[src/rtl/fetch_unit_pkg.sv]
// Shared definitions for the instruction fetch unit: decode mode codes, FSM state encoding,
// bubble default and prefetch depth (define FETCH_PREFETCH_EN for a 2-entry buffer, else 1).
package fetch_unit_pkg;

    typedef enum logic [1:0] {
        MODE_STALL  = 2'd0,
        MODE_NORMAL = 2'd1,
        MODE_BRANCH = 2'd2
    } mode_e;

    typedef logic [1:0] fetch_state_t;

    localparam fetch_state_t ST_IDLE = 2'd0;
    localparam fetch_state_t ST_REQ  = 2'd1;
    localparam fetch_state_t ST_WAIT = 2'd2;
    localparam fetch_state_t ST_DROP = 2'd3;

    localparam logic [15:0] NOP_IR_DEFAULT = 16'hBF00;

`ifdef FETCH_PREFETCH_EN
    localparam int FETCH_BUF_DEPTH = 2;
`else
    localparam int FETCH_BUF_DEPTH = 1;
`endif

    typedef struct packed {
        logic [31:0] pc;
        logic [15:0] ir;
    } fetch_entry_t;

    // Instruction addresses are halfword aligned; bit 0 is never honoured.
    function automatic logic [31:0] halfword_align(input logic [31:0] addr);
        return addr & 32'hFFFF_FFFE;
    endfunction

endpackage

[src/rtl/fetch_unit_buffer.sv]
// Small FIFO holding fetched {pc, instruction} pairs between memory and the instruction register.
module fetch_buffer
    import fetch_unit_pkg::*;
#(
    parameter int DEPTH = 2
) (
    input  logic                         clk,
    input  logic                         rst,
    input  logic                         push,
    input  logic                         pop,
    input  logic                         flush,
    input  fetch_entry_t                 wdata,
    output fetch_entry_t                 rdata,
    output logic                         full,
    output logic                         empty,
    output logic [$clog2(DEPTH+1)-1:0]   count
);
    localparam int PTR_W = (DEPTH > 1) ? $clog2(DEPTH) : 1;
    localparam int CNT_W = $clog2(DEPTH + 1);

    fetch_entry_t     mem [DEPTH];
    logic [PTR_W-1:0] rd_ptr;
    logic [PTR_W-1:0] wr_ptr;
    logic             do_push;
    logic             do_pop;

    function automatic logic [PTR_W-1:0] ptr_next(input logic [PTR_W-1:0] ptr);
        if (ptr == PTR_W'(DEPTH - 1)) return '0;
        return ptr + PTR_W'(1);
    endfunction

    assign full    = (count == CNT_W'(DEPTH));
    assign empty   = (count == '0);
    assign do_push = push && !full && !flush;
    assign do_pop  = pop && !empty && !flush;
    assign rdata   = mem[rd_ptr];

    // Flush discards everything at once, so it shares the reset path for the pointers.
    always_ff @(posedge clk) begin
        if (rst || flush) begin
            rd_ptr <= '0;
            wr_ptr <= '0;
            count  <= '0;
        end else begin
            if (do_push) wr_ptr <= ptr_next(wr_ptr);
            if (do_pop)  rd_ptr <= ptr_next(rd_ptr);
            count <= count + CNT_W'(do_push) - CNT_W'(do_pop);
        end
    end

    always_ff @(posedge clk) begin
        if (do_push && !rst) mem[wr_ptr] <= wdata;
    end

endmodule

[src/rtl/fetch_unit.sv]
// Instruction fetch unit: issues halfword fetches, buffers returned data and feeds decode.
// Define FETCH_PREFETCH_EN to overlap fetching with consumption via a 2-deep prefetch buffer.
module fetch_unit
    import fetch_unit_pkg::*;
#(
    parameter logic [31:0] RESET_PC = 32'h0000_0000,
    parameter logic [15:0] NOP_IR   = NOP_IR_DEFAULT
) (
    input  logic        clk,
    input  logic        rst,
    input  logic [1:0]  i_mode,
    input  logic [31:0] i_branch_addr,
    output logic [31:0] o_imem_addr_r,
    output logic        o_imem_req_r,
    input  logic [15:0] i_imem_rdata,
    input  logic        i_imem_ack,
    output logic [15:0] o_ir_r,
    output logic [31:0] o_pc_r,
    output logic        o_ir_valid_r
);
    localparam int CNT_W = $clog2(FETCH_BUF_DEPTH + 1);

    fetch_state_t     state;
    logic [31:0]      fetch_pc;
    logic [31:0]      branch_target;
    logic             is_branch;
    logic             is_normal;
    logic             buf_push;
    logic             buf_pop;
    logic             buf_full;
    logic             buf_empty;
    logic             fills_buffer;
    logic [CNT_W-1:0] buf_count;
    fetch_entry_t     buf_wdata;
    fetch_entry_t     buf_rdata;

    assign is_branch     = (i_mode == MODE_BRANCH);
    assign is_normal     = (i_mode == MODE_NORMAL);
    assign branch_target = halfword_align(i_branch_addr);
    assign buf_pop       = is_normal && !buf_empty;
    assign buf_push      = (state == ST_WAIT) && i_imem_ack && !is_branch;
    assign buf_wdata     = '{pc: fetch_pc, ir: i_imem_rdata};

    // The outstanding request always owns a free slot, so only the ack can fill the buffer.
    assign fills_buffer  = (int'(buf_count) + 1 - int'(buf_pop)) >= FETCH_BUF_DEPTH;

    fetch_buffer #(
        .DEPTH(FETCH_BUF_DEPTH)
    ) u_buffer (
        .clk   (clk),
        .rst   (rst),
        .push  (buf_push),
        .pop   (buf_pop),
        .flush (is_branch),
        .wdata (buf_wdata),
        .rdata (buf_rdata),
        .full  (buf_full),
        .empty (buf_empty),
        .count (buf_count)
    );

    // A branch redirects fetch_pc from any state; data acked alongside it is discarded.
    always_ff @(posedge clk) begin
        if (rst) begin
            state         <= ST_IDLE;
            fetch_pc      <= RESET_PC;
            o_imem_req_r  <= 1'b0;
            o_imem_addr_r <= RESET_PC;
        end else begin
            if (is_branch) fetch_pc <= branch_target;
            case (state)
                ST_IDLE: begin
                    if (is_branch || !buf_full) state <= ST_REQ;
                end
                ST_REQ: begin
                    o_imem_req_r  <= 1'b1;
                    o_imem_addr_r <= is_branch ? branch_target : fetch_pc;
                    state         <= ST_WAIT;
                end
                ST_WAIT: begin
                    if (i_imem_ack) begin
                        o_imem_req_r <= 1'b0;
                        if (is_branch) begin
                            state <= ST_REQ;
                        end else begin
                            fetch_pc <= fetch_pc + 32'd2;
                            state    <= fills_buffer ? ST_IDLE : ST_REQ;
                        end
                    end else if (is_branch) begin
                        state <= ST_DROP;
                    end
                end
                ST_DROP: begin
                    if (i_imem_ack) begin
                        o_imem_req_r <= 1'b0;
                        state        <= ST_REQ;
                    end
                end
                default: state <= ST_IDLE;
            endcase
        end
    end

    // Decode sees a bubble whenever nothing is buffered; stalls freeze the register.
    always_ff @(posedge clk) begin
        if (rst) begin
            o_ir_r       <= NOP_IR;
            o_pc_r       <= RESET_PC;
            o_ir_valid_r <= 1'b0;
        end else if (is_branch) begin
            o_ir_r       <= NOP_IR;
            o_ir_valid_r <= 1'b0;
        end else if (is_normal) begin
            if (!buf_empty) begin
                o_ir_r       <= buf_rdata.ir;
                o_pc_r       <= buf_rdata.pc;
                o_ir_valid_r <= 1'b1;
            end else begin
                o_ir_r       <= NOP_IR;
                o_ir_valid_r <= 1'b0;
            end
        end
    end

endmodule

[config.mk]
export PLATFORM = sky130hd
export DESIGN_NAME = fetch_unit
export DESIGN_NICKNAME = d
export VERILOG_FILES = /design/src/rtl/fetch_unit_pkg.sv /design/src/rtl/fetch_unit_buffer.sv /design/src/rtl/fetch_unit.sv
export SDC_FILE = /design/constraint.sdc
export NUM_CORES = 1
export LEC_CHECK = 0
export BUFFER_PORTS_ARGS = -buffer_cell sky130_fd_sc_hd__buf_2
export CAP_MARGIN = 10
export CORE_MARGIN = 2
export CORE_UTILIZATION = 30
export CTS_CLUSTER_SIZE = 28
export DETAILED_ROUTE_END_ITERATION = 12
export HOLD_SLACK_MARGIN = 0.03
export SYNTH_ARGS = -nofsm -noshare
export SYNTH_HDL_FRONTEND = slang
export SYNTH_SLANG_ARGS = --single-unit
[constraint.sdc]
create_clock -name clk -period 4.95 [get_ports clk]
set_input_delay 0.99 -clock clk [delete_from_list [all_inputs] [get_ports clk]]
set_output_delay 0.99 -clock clk [all_outputs]
set_load 0.005 [all_outputs]
After elaboration in Yosys (flattened, before gate mapping)
Memory sizes are Yosys's and may differ from the RTL's.
Cells that the tools add are included.
{"block": "op_classes", "n_mux": 17, "n_addsub": 5, "bitwise_logic": 1, "reduce_logical": 20, "n_lt_le_gt_ge": 1, "n_eq_ne": 9}
{"op": "$mux 32", "n": 4}
{"op": "$add 32x2->32 const B", "n": 1}
{"op": "$mux 16", "n": 1}
{"op": "$logic_and 1x1->1", "n": 8}
{"op": "$mux 2", "n": 4}
{"op": "$pmux 2 s4", "n": 1}
{"op": "$eq 2x2->1 const B", "n": 3}
{"op": "$mux 1", "n": 6}
{"op": "$reduce_and 3->1", "n": 2}
{"op": "$eq 2x1->1 const B", "n": 2}
{"op": "$ne 2x2->1 const B", "n": 2}
{"op": "$reduce_or 2->1", "n": 2}
{"op": "$ge 3x2->1 const B", "n": 1}
{"op": "$logic_not 1->1", "n": 3}
{"op": "$ne 3x3->1 const B", "n": 1}
{"op": "$sub 2x1->3", "n": 1}
{"op": "$add 1x1->2 const B", "n": 1}
{"op": "$logic_not 2->1", "n": 1}
{"op": "$logic_or 1x1->1", "n": 2}
{"op": "$ne 2x1->1 const B", "n": 1}
{"op": "$pmux 1 s2", "n": 1}
{"op": "$reduce_and 2->1", "n": 1}
{"op": "$reduce_bool 2->1", "n": 1}
{"op": "$add 1x1->1", "n": 1}
{"op": "other kinds (2)", "n": 2}
{"block": "totals", "reg_bits": 117, "mem_bits_rw": 48, "input_bits": 53, "out_inout_bits": 82, "n_memories": 1, "wordCells": 62}
{"name": "u_buffer.mem", "depth": 1, "word_bits": 48, "rd": 1, "rd_clocked_by_memory_dff": 0, "wr": 1, "line_no": "fetch_unit_buffer.sv:21", "source": "fetch_entry_t mem [DEPTH];"}

Logic depth before layout (Yosys ltp)
Gate-level depths: netlist (run 1).
{"block": "depth", "ltp_word": 8, "depth_mapped": 8, "depth_no_buf": 7}

Hierarchy
From an unflattened synthesis (run 1), not the netlist that was laid out.
{"block": "hier_totals", "hier_cells": 658, "area_unflattened_um2": 6451.2}
{"mod": "fetch_unit", "instances": 1, "seq_area_each_um2": 2322.2, "area_per_inst_um2": 4941.0, "cells_per_inst": 603}
{"mod": "fetch_buffer", "instances": 1, "seq_area_each_um2": 1461.4, "area_per_inst_um2": 1510.2, "cells_per_inst": 55}

Worst setup path before layout (run 1)
OpenSTA, ideal clock, no wires.
{"block": "synth_path", "kind": "input -> register", "startpoint": "in i_mode[0]", "endpoint": "mem u_buffer.mem[0][0] in the netlist's numbering (enable)", "path_buffers": 1, "required_ns": 4.437, "path_slack_ns": -0.316, "path_stages": 4, "arrival_time_ns": 4.753, "setup_ns": 0.513, "path_cell_list": "nand2b_1 -> clkbuf_1 -> nand2b_1 -> nor3_1"}
{"block": "synth_via", "elab_chain_cells": 8}
{"item": "start, declared", "line_no": "fetch_unit.sv:11", "source": "input logic [1:0] i_mode,"}
{"item": "$eq 2x2->1 (*)", "line_no": "fetch_unit.sv:37", "source": "assign is_branch = (i_mode == MODE_BRANCH);"}
{"item": "$logic_not 1->1 (*)", "line_no": "fetch_unit_buffer.sv:34, fetch_unit.sv:41"}
{"item": "$logic_and 1x1->1", "line_no": "fetch_unit.sv:41", "source": "assign buf_push = (state == ST_WAIT) && i_imem_ack && !is_branch;"}
{"item": "$logic_and 1x1->1", "line_no": "fetch_unit_buffer.sv:34", "source": "assign do_push = push && !full && !flush;"}
{"item": "$logic_and 1x1->1 (*)", "line_no": "fetch_unit_buffer.sv:34"}
{"item": "$logic_and 1x1->1 (*)", "line_no": "fetch_unit_buffer.sv:52", "source": "if (do_push && !rst) mem[wr_ptr] <= wdata;"}
{"item": "$mux 1 (*)", "line_no": "fetch_unit_buffer.sv:52"}
{"item": "$mux 1 (implied by the code) (*)", "line_no": "fetch_unit_buffer.sv:52"}
{"item": "end, declared", "line_no": "fetch_unit_buffer.sv:21"}
Mark *: on every way between the ends. The rest lies on a longest branch, timed or not.

Worst setup path in the final report (run 1)
{"block": "layout_path", "startpoint": "in i_mode[0]", "endpoint": "reg state[0]"}
{"block": "layout_via", "elab_chain_cells": 8, "elab_cells_between_ends": 13, "classes_between": "1 x add/sub; 1 x order compare; 4 x eq/ne; 4 x mux; 3 x reduce/logical"}
{"item": "$eq 2x1->1", "line_no": "fetch_unit.sv:38", "source": "assign is_normal = (i_mode == MODE_NORMAL);"}
{"item": "$logic_and 1x1->1", "line_no": "fetch_unit.sv:40", "source": "assign buf_pop = is_normal && !buf_empty;"}
{"item": "$sub 2x1->3", "line_no": "fetch_unit.sv:45", "source": "assign fills_buffer = (int'(buf_count) + 1 - int'(buf_pop)) >= FETCH_BUF_DEPTH;"}
{"item": "$ge 3x2->1", "line_no": "fetch_unit.sv:45"}
{"item": "$mux 1", "line_no": "fetch_unit.sv:87", "source": "state <= fills_buffer ? ST_IDLE : ST_REQ;"}
{"item": "$mux 1", "line_no": "fetch_unit.sv:83", "source": "if (is_branch) begin"}
{"item": "$mux 2", "line_no": "fetch_unit.sv:81", "source": "if (i_imem_ack) begin"}
{"item": "$pmux 2 s4", "line_no": "fetch_unit.sv:71", "source": "case (state)"}
{"item": "end signal, assigned", "line_no": "fetch_unit.sv:87"}
{"item": "end, declared", "line_no": "fetch_unit.sv:23", "source": "fetch_state_t state;"}
Parallel ways exist; a longest one is shown, timed or not.
A chain may end at the register's enable or synchronous reset.

==> results of run 1 <==
[kinds of logic after synthesis]
| group | Yosys count | share of synthesized area |
|---|---|---|
| AO/OA/AOI/OAI | 120 | 0.121 |
| XOR/XNOR | 29 | 0.0393 |
| adder cells (fa/ha/maj) | 5 | 0.00967 |
| buffers and inverters | 55 | 0.0325 |
| flip-flops | 165 | 0.585 |
| multiplexers | 3 | 0.00503 |
| AND/OR/NAND/NOR | 294 | 0.208 |
[final cells by class]
| class | count | area (sq um) | area share |
|---|---|---|---|
| Sequential cell | 165 | 3780 | 0.476 |
| Multi-Input combinational cell | 451 | 2490 | 0.313 |
| Timing Repair Buffer | 142 | 756 | 0.0950 |
| Clock buffer | 17 | 425 | 0.0535 |
| Tap cell | 275 | 344 | 0.0433 |
| Clock inverter | 15 | 129 | 0.0162 |
| Inverter | 6 | 22.5 | 0.00283 |
| Antenna cell | 1 | 2.50 | 0.000315 |
[final timing paths]
| path | from | to | slack [ns] | depth (start not counted) |
|---|---|---|---|---|
| max | i_mode[0] | state[0] | 2.48 | 7 |
| min | o_ir_r[4] | o_ir_r[4] | 0.45 | 2 |
| max reg2reg | state[1] | fetch_pc[24] | 2.56 | 6 |
| min reg2reg | o_ir_r[4] | o_ir_r[4] | 0.45 | 2 |
[per-stage QoR]
| step | total power [mW] | hold slack (ns) | area (sq um) | utilization |
|---|---|---|---|---|
| 2_1_floorplan | 1.66 | 0.422 | 6470 | - |
| 3_3_place_gp | 1.77 | 0.437 | 7370 | 0.350 |
| 3_5_place_dp | 1.77 | 0.443 | 7370 | 0.350 |
| 4_1_cts | 3.02 | 0.452 | 7930 | 0.376 |
| 5_1_grt | 3.11 | 0.465 | 7950 | 0.377 |
| 6_report | 2.99 | 0.446 | 7960 | 0.377 |
[per-layer routing]
layer,part of all wire,vias up,wire (microns)
met5,0.0016,-,27
met4,0.015,4,241
met3,0.049,16,813
met2,0.45,106,7490
met1,0.48,2337,7940
li1,-,2563,-
[where the power goes]
part / internal [mW] / switching (mW) / leakage, nW
Clock: 0.694 / 0.556 / 0.276
Combinational: 0.101 / 0.144 / 1.35
Sequential: 1.45 / 0.0478 / 1.39
Total: 2.24 / 0.747 / 3.01
[cells in the final DEF, fill, tap and decap left out, drive strengths merged, types with 8 or more instances in the layout]
cell,netlist,layout
nor3b,8,8
inv,6,11
nand2,156,156
dfxtp,117,117
o21ai,9,9
a311oi,32,32
xor2,24,24
nand4,13,13
clkbuf,41,17
clkinv,0,8
edfxtp,48,48
nand3,20,20
a211oi,23,23
buf,8,142
nor2,68,68
a21oi,55,55
[sequential cells by signal, indices dropped and copies added (netlist names)]
name	flops
u_buffer.mem	48
fetch_pc	32
o_imem_addr_r	32
o_pc_r	32
o_ir_r	16
state	2
o_imem_req_r	1
o_ir_valid_r	1
u_buffer.count	1
[worst register-to-register path: stages (launching register included)]
cell and delay (ns):
dfxtp_1 0.42, ha_1 0.37, nand3_1 0.24, nor3_1 0.65
nand4_1 0.22, xor2_1 0.19, a211oi_1 0.22
==> summary.md, run 1 <==
| Metric | Value |
|---|---|
| Rows | `53` |
| WP data arrival | `2.82 ns` |
| GRT met2 Usage | `0.222` |
| Drt via density | `4.69` |
| Ys flop type | `dfxtp_1` |
| Met3 usage | `0.0425` |
| Worst slew pin tran | `1.09 ns` |
| Gate Count Post-Synth | `671` |
| CORE AREA | `21100 sq um` |
| Max clock buf depth | `2` |
| Synth Cell Area | `6470 sq um` |
| Worst vdd ir | `0.286 mV` |
| Startpoint types | `primary input` |
| Max Slew Vio Count | `0` |
| IO Pins | `135` |
| Min Tclk post-route | `2.47 ns` |
| Run status | `complete, no violations` |
| # Post-CTS Setup Buffers | `0` |
| Buffers on Ports | `133` |
| HPWL Detailed | `11000 microns` |
| Final worst setup slack | `2.48 ns` |
| Layout Nets | `841` |
| Power Density | `376 nW/um^2` |
| Wire length per cell | `15.4 microns` |
| Seq cells post-synth | `165` |
| Sequential area share after synthesis | `0.585` |
| GRT Residual Overflow | `0` |
| DIE HEIGHT | `151 microns` |
| Post-synth EDFFs | `48` |
| Post-CTS Resized | `0` |
| Hold Buf Count CTS | `0` |
| Crit-path max FO | `89` |
| Net Count, Synth | `729` |
| Top post-synthesis cells by count | `nand2_1, dfxtp_1, nor2_1, a21oi_1, edfxtp_1` |
| Pleak | `3.01 nW` |
| Most numerous cell in the Yosys netlist | `nand2_1` |
| Slew Limit Headroom | `0.273` |
| Fin Clk Skew | `0.00930 ns` |
| # Max-Cap Violations | `0` |
| GR Util All Layers | `0.148` |
| DRT Pass-1 Iters | `5` |
| Crit path capture type | `flip-flop` |
| GR peak layer | `met2` |
| Met1 usage | `0.201` |
| Initial Utilization | `0.307` |
| Placer Congestion | `0.759` |
| Synth top area cells | `dfxtp_1, edfxtp_1, nand2_1` |
| Worst-path cell chain | `buf_2, nand2b_2, buf_4, a21oi_1, o21ai_0, mux2_2, nor2_1` |
| Final wirelength | `16500 microns` |
| Final ANT Viol Nets | `0` |
| Async set or reset register ratio after synthesis | `0` |
| Die width | `151 microns` |
| CP max stage delay | `0.64 ns` |
| Initial antenna violation count | `2` |
| Reg clk slew, reported paths | `0.07 ns` |
| Root buf cell | `clkbuf_16` |
| Die area | `22700 sq um` |
| CTS H-tree depth | `4` |
| Worst hold-check path type | `flip-flop to flip-flop` |
| Worst skew pair latency | `0.43 ns` |
| Fmax | `405 MHz` |
| Share of cells above drive strength 1 | `0.235` |
| Syn avg cell area | `9.64 sq um` |
| WP data required | `5.31 ns` |
| Critical Setup Path Class | `primary input to flip-flop` |
| Final clock period utilization by the worst path | `0.498` |
| TritonCTS Buffers | `17` |
| Synth unique cells | `38` |
| Fin. Hold Viols | `0` |
| FILL cells | `2154` |
| RSZ-0062 raised after global routing | `false` |
| Synth top area share | `0.362` |
| Area delta synth->final | `23.0%` |
| CTS tree | `yes` |
| Post-route insts no fill | `1072` |
| Largest net degree at the start of global routing | `100` |
| Yosys warning total | `0` |
| Vias in the first global route | `4743` |
| Final setup vio count | `0` |
| Vias | `5026` |
| Inst Count DP | `1038` |
| Slowest stage cell, crit path | `buf_4` |
| Place WS | `1.99 ns` |
| Initial DRC count | `287` |
| DRC Markers | `0` |
| Crit path buf inv count | `2` |
| First-pass GRT wire length | `25700 microns` |
| Cell family with most CP delay | `buffers and inverters` |
| Setup TNS | `0 ns` |
| Synth area leader | `dfxtp_1` |
| Sink Count | `165` |
(Power assumes the default switching activity.)
==> run 2, diff against run 1 <==
==> constraint.sdc (replaced) <==
create_clock -name clk -period 2 [get_ports clk]
set_input_delay 0.4 -clock clk [delete_from_list [all_inputs] [get_ports clk]]
set_output_delay 0.4 -clock clk [all_outputs]
set_load 0.005 [all_outputs]
==> run 2 against run 1 <==
Via count grew 2.3%; sequential share of layout area is 1.4 points lower; first-iteration DRC count grew 18%; setup slack worse by 2.3 ns; wire length up 2.1%; total power rose by 150%; final area is 3.1% higher.
==> summary.md, run 2 (synthesis results as in run 1) <==
| Metric | Value |
|---|---|
| CTS H-tree depth | `4 (unchanged)` |
| Root buf cell | `clkbuf_16` |
| R2R Setup Slk | `0.16 ns (-2.40 ns)` |
| GR Util All Layers | `0.153 (+0.00473)` |
| Wire length per cell | `15.4 microns (-0.11%)` |
| DRC Markers | `0 (unchanged)` |
| WP data required | `2.33 ns (-2.98 ns)` |
| Worst-path cell chain | `nand4_2, nor3_4, nand3_4, or3_1, a311oi_1` |
| Worst vdd ir | `0.546 mV (+91%)` |
| RSZ-0062 raised after global routing | `false` |
| Buffers on Ports | `133 (unchanged)` |
| Run status | `complete, no violations` |
| FILL cells | `2182 (+1.3%)` |
| Largest net degree at the start of global routing | `73 (-27%)` |
| CTS tree | `yes` |
| Die width | `151 microns (unchanged)` |
| Die area | `22700 sq um (unchanged)` |
| Min Tclk post-route | `1.84 ns` |
| Fmax | `543 MHz` |
| Placer Congestion | `0.749 (-1.3%)` |
| Sink Count | `165 (unchanged)` |
| Most frequent cells in the layout | `nand2_1, buf_2, dfxtp_1, nor2_1, a21oi_1` |
| Drt via density | `4.69 (about the same)` |
| Place WS | `0.154 ns (-1.84 ns)` |
| Final wirelength | `16900 microns (+2.1%)` |
| Worst skew pair latency | `0.43 ns (about the same)` |
| FF+latch area | `3790 sq um (about the same)` |
| HPWL Detailed | `11600 microns (+5.7%)` |
| Worst slew pin tran | `0.818 ns (-0.272 ns)` |
| Area delta synth->final | `26.8%` |
| # Max-Cap Violations | `0 (unchanged)` |
| GRT Residual Overflow | `0 (unchanged)` |
| Initial Utilization | `0.307 (unchanged)` |
| Register with the most flip-flops | `u_buffer.mem` |
| IO Pins | `135 (unchanged)` |
| CORE AREA | `21100 sq um (unchanged)` |
| Vias | `5142 (+2.3%)` |
| Rows | `53 (unchanged)` |
| Hold Buf Count CTS | `0 (unchanged)` |
| Vias in the first global route | `5016 (+5.8%)` |
| Initial DRC count | `339 (+18%)` |
| Layout Nets | `865 (+2.9%)` |
| Max clock buf depth | `2 (unchanged)` |
| Worst hold start | `i_imem_rdata[2]` |
| Critical Setup Path Class | `flip-flop to flip-flop` |
| Final core utilization | `0.389 (+0.0116)` |
| DRT Pass-1 Iters | `4 (-1)` |
| Area of the multi-input gates | `2520 sq um (+1.2%)` |
| Startpoint types | `flip-flop` |
| DIE HEIGHT | `151 microns (unchanged)` |
| Final clock period utilization by the worst path | `0.921` |
| Worst hold endpoint | `u_buffer.mem[0][2]` |
| Hold WS | `0.143 ns (-0.303 ns)` |
| Final setup vio count | `0 (unchanged)` |
| Slew Limit Headroom | `0.454 (+0.181)` |
| WP data arrival | `2.17 ns (-0.65 ns)` |
| Pleak | `3.15 nW (+4.6%)` |
| Fin Clk Skew | `0.00720 ns (-0.00210 ns)` |
| Final ANT Viol Nets | `0 (unchanged)` |
| Setup TNS | `0 ns (unchanged)` |
| Max Slew Vio Count | `0 (unchanged)` |
| Worst hold-check path type | `primary input to flip-flop` |
| Reg clk slew, reported paths | `0.07 ns (about the same)` |
| Crit Reg-Reg Startpoint | `fetch_pc[7]` |
| Initial antenna violation count | `3 (+1)` |
| Power Density | `907 nW/um^2 (+140%)` |
| TritonCTS Buffers | `17 (unchanged)` |
| Share of cells above drive strength 1 | `0.267 (+0.0321)` |
| Hold Path Stages | `1 (-1)` |
| First-pass GRT wire length | `26600 microns (+3.3%)` |
| Commonest non-fill, non-tap cell in the layout | `nand2_1` |
| Fin. Hold Viols | `0 (unchanged)` |
| Crit path capture type | `flip-flop` |
| Largest register FFs | `48 (unchanged)` |
| R2r endpoint | `fetch_pc[28]` |
| Final worst setup slack | `0.157 ns (-2.33 ns)` |
| Slowest stage cell, crit path | `dfxtp_1` |
| Crit-path max FO | `8 (-91%)` |
| CP max stage delay | `0.42 ns (-0.22 ns)` |
| Worst R2R Path Depth | `5 (-1)` |
## run 2: changes by cell type in the layout (fill, tap and decap cells not counted), sizes merged
cell  change
buf      +24
## run 2: metrics by stage
step	cells	area, sq um	power, mW
2_1_floorplan	671	6520	4.13
3_3_place_gp	1061	7620	4.43
3_5_place_dp	1061	7620	4.44
4_1_cts	1093	8180	7.51
5_1_grt	1096	8200	7.75
6_report	1096	8200	7.44
## run 2: worst max-delay path by stage
| stage | from | to | cells after the start |
|---|---|---|---|
| floorplan | state[0] | u_buffer.mem[0][0] | 5 |
| global placement | fetch_pc[2] | fetch_pc[17] | 6 |
| detailed placement | fetch_pc[7] | fetch_pc[28] | 5 |
| CTS | fetch_pc[7] | fetch_pc[28] | 5 |
| global route | state[0] | fetch_pc[12] | 7 |
| finish | fetch_pc[7] | fetch_pc[28] | 5 |
## run 2: layout make-up
cell class,count,area share
Antenna cell,1,0.000305
Clock buffer,17,0.0519
Clock inverter,15,0.0157
Inverter,6,0.00275
Multi-Input combinational cell,451,0.308
Sequential cell,165,0.462
Tap cell,275,0.0420
Timing Repair Buffer,166,0.118
## run 2: worst max-delay path: cells and delay by family (launching register included)
| family | cells | cell delay [ns] |
|---|---|---|
| AOI/OAI and AO/OA | 1 | 0.25 |
| DFF | 1 | 0.42 |
| and+or+nand+nor | 4 | 1.08 |
## run 2: layer usage
layer	share of wire	track usage
met5	0.0015	0
met4	0.021	0.0593
met3	0.041	0.0470
met2	0.45	0.235
met1	0.48	0.201
## run 2: power by group
part	switching, mW	internal, mW
combinational	0.389	0.285
sequential	0.102	3.58
clock	1.36	1.72
total	1.85	5.59
## run 2: repair_timing
item	in CTS	in global routing
buffers inserted	0	2
gates resized for setup	0	2
setup endpoints to repair	0	1
==> run 3, diff against run 2 <==
--- a/config.mk
+++ b/config.mk
@@ -7,7 +7,6 @@
 export LEC_CHECK = 0
 export BUFFER_PORTS_ARGS = -buffer_cell sky130_fd_sc_hd__buf_2
 export CAP_MARGIN = 10
-export CORE_MARGIN = 2
 export CORE_UTILIZATION = 30
 export CTS_CLUSTER_SIZE = 28
 export DETAILED_ROUTE_END_ITERATION = 12
==> run 3 against run 2 <==
Flip-flop and latch count is the same; worst hold slack gained 0.0012 ns; clock skew grew 0.0024 ns; clock power shrank 4%; critical path depth grew 2; die area shrank 2.6%; sequential power is essentially flat; combinational power is essentially flat; global-route usage grew 0.26 points; via count grew 0.56%; sequential share of layout area shrank 0.063 points; first-iteration DRC count shrank 23%.
==> summary.md, run 3 (synthesis results as in run 1) <==
| Metric | Value |
|---|---|
| WP data arrival | `2.20 ns (+0.03 ns)` |
| Fmax | `538 MHz (-0.78%)` |
| Register with the most flip-flops | `u_buffer.mem` |
| Die width | `149 microns (-1.3%)` |
| WP data required | `2.34 ns (about the same)` |
| Wire length per cell | `15.2 microns (-1.5%)` |
| Root buf cell | `clkbuf_16` |
| DRT Pass-1 Iters | `4 (unchanged)` |
| Initial DRC count | `261 (-23%)` |
| FILL cells | `2180 (-0.092%)` |
| Most frequent cells in the layout | `nand2_1, buf_2, dfxtp_1, nor2_1, a21oi_1` |
| Worst slew pin tran | `0.716 ns (-0.102 ns)` |
| Final clock period utilization by the worst path | `0.929 (+0.00724)` |
| R2r endpoint | `fetch_pc[31]` |
| Largest net degree at the start of global routing | `88 (+21%)` |
| R2R Setup Slk | `0.14 ns (about the same)` |
| Final core utilization | `0.389 (+0.000534)` |
| Largest register FFs | `48 (unchanged)` |
| First-pass GRT wire length | `26600 microns (+0.18%)` |
| Place WS | `0.128 ns (-0.0262 ns)` |
| Worst hold-check path type | `primary input to flip-flop` |
| Max Slew Vio Count | `0 (unchanged)` |
| Power Density | `893 nW/um^2 (-1.5%)` |
| Worst skew pair latency | `0.43 ns (about the same)` |
| Fin. Hold Viols | `0 (unchanged)` |
| Inst Count DP | `1064 (+0.28%)` |
| Worst vdd ir | `0.568 mV (+4.0%)` |
| Critical Setup Path Class | `flip-flop to flip-flop` |
| Final ANT Viol Nets | `0 (unchanged)` |
| Startpoint types | `flip-flop` |
| Crit-path max FO | `5 (-3)` |
| Hold WS | `0.144 ns (+0.00121 ns)` |
| Placer Congestion | `0.755 (+0.85%)` |
| Hold Buf Count CTS | `0 (unchanged)` |
| Pleak | `3.16 nW (+0.29%)` |
| Initial Utilization | `0.307 (unchanged)` |
| Worst hold start | `i_imem_rdata[0]` |
| Final wirelength | `16700 microns (-1.2%)` |
| DIE HEIGHT | `149 microns (-1.3%)` |
| TritonCTS Buffers | `17 (unchanged)` |
| Vias in the first global route | `5004 (-0.24%)` |
| Slew Limit Headroom | `0.523 (+0.0681)` |
| Min Tclk post-route | `1.86 ns (+0.0145 ns)` |
| Final setup vio count | `0 (unchanged)` |
| Area delta synth->final | `26.9%` |
| GR Util All Layers | `0.155 (+0.00258)` |
| Vias | `5171 (+0.56%)` |
| Run status | `complete, no violations` |
| Initial antenna violation count | `2 (-1)` |
| DRC Markers | `0 (unchanged)` |
| Rows | `53 (unchanged)` |
| Final worst setup slack | `0.143 ns (-0.0145 ns)` |
| Ant diodes | `0 (-1)` |
| HPWL Detailed | `11500 microns (-0.66%)` |
| Buffers on Ports | `133 (unchanged)` |
| Hold Path Stages | `1 (unchanged)` |
| CTS H-tree depth | `4 (unchanged)` |
| Crit path capture type | `flip-flop` |
| Die area | `22100 sq um (-2.6%)` |
| Worst R2R Path Depth | `7 (+2)` |
| Post-route insts no fill | `1099 (+0.27%)` |
| CORE AREA | `21100 sq um (unchanged)` |
| CTS tree | `yes` |
| Crit Reg-Reg Startpoint | `fetch_pc[2]` |
| Layout Nets | `869 (+0.46%)` |
| GRT Residual Overflow | `0 (unchanged)` |
| Reg clk slew, reported paths | `0.07 ns (about the same)` |
| Drt via density | `4.71 (+0.29%)` |
| Sink Count | `165 (unchanged)` |
| # Max-Cap Violations | `0 (unchanged)` |
| Fin Clk Skew | `0.00961 ns (+0.00241 ns)` |
| Commonest non-fill, non-tap cell in the layout | `nand2_1` |
| IO Pins | `135 (unchanged)` |
| Max clock buf depth | `2 (unchanged)` |
| Share of cells above drive strength 1 | `0.269 (+0.00234)` |
| Worst hold endpoint | `u_buffer.mem[0][0]` |
run 3: cell count changes in the layout (fill, tap and decap cells not counted), sizes merged:
cell      delta
buf          +4
clkinvlp     +2
inv          -2
bufinv       -1
clkinv       +1
diode        -1
run 3: layout make-up:
| class | count | area [sq um] | share of cell area |
|---|---|---|---|
| clock buffer | 17 | 425 | 0.0518 |
| clock inverter | 15 | 109 | 0.0133 |
| inverter | 6 | 22.5 | 0.00274 |
| multi-input combinational | 451 | 2530 | 0.308 |
| sequential | 165 | 3790 | 0.461 |
| tap | 275 | 344 | 0.0419 |
| timing repair buffer | 170 | 996 | 0.121 |
run 3: how the worst max path moves through the flow:
stage / startpoint / end
floorplan: state[0] / u_buffer.mem[0][0]
global placement: state[0] / fetch_pc[28]
detailed placement: state[0] / fetch_pc[28]
CTS: state[0] / fetch_pc[28]
global route: fetch_pc[2] / fetch_pc[29]
finish: fetch_pc[2] / fetch_pc[31]
run 3: what timing repair did:
| action | CTS | global route |
|---|---|---|
| buffers inserted | 0 | 3 |
| endpoints found under the setup margin | 0 | 6 |
| gates resized for setup | 0 | 2 |
run 3: per-layer routing:
layer  GRT usage  vias up  share of wire
met3      0.0416       18          0.045
li1            -     2623              -
met5           0        -         0.0016
met2       0.242       96           0.45
met4      0.0520        4          0.014
met1       0.207     2430           0.49
run 3: stage by stage:
step	instance area, sq um	power, mW	TNS (ns)
6_report	8210	7.33	0
5_1_grt	8210	7.64	-0.00986
4_1_cts	8180	7.39	0
3_5_place_dp	7650	4.43	0
3_3_place_gp	7650	4.43	0
2_1_floorplan	6520	4.13	-14.76
run 3: where the power goes:
part / switching, mW / leakage (nW) / internal [mW]
sequential: 0.0987 / 1.39 / 3.58
combinational: 0.391 / 1.51 / 0.286
clock: 1.38 / 0.256 / 1.59
run 3: worst max-delay path: stages (launching register included):
cell	delay, ns
dfxtp_2	0.36
ha_1	0.19
nand4_1	0.23
nor4_4	0.31
buf_4	0.19
nand4_1	0.11
xor2_1	0.16
a211oi_1	0.22
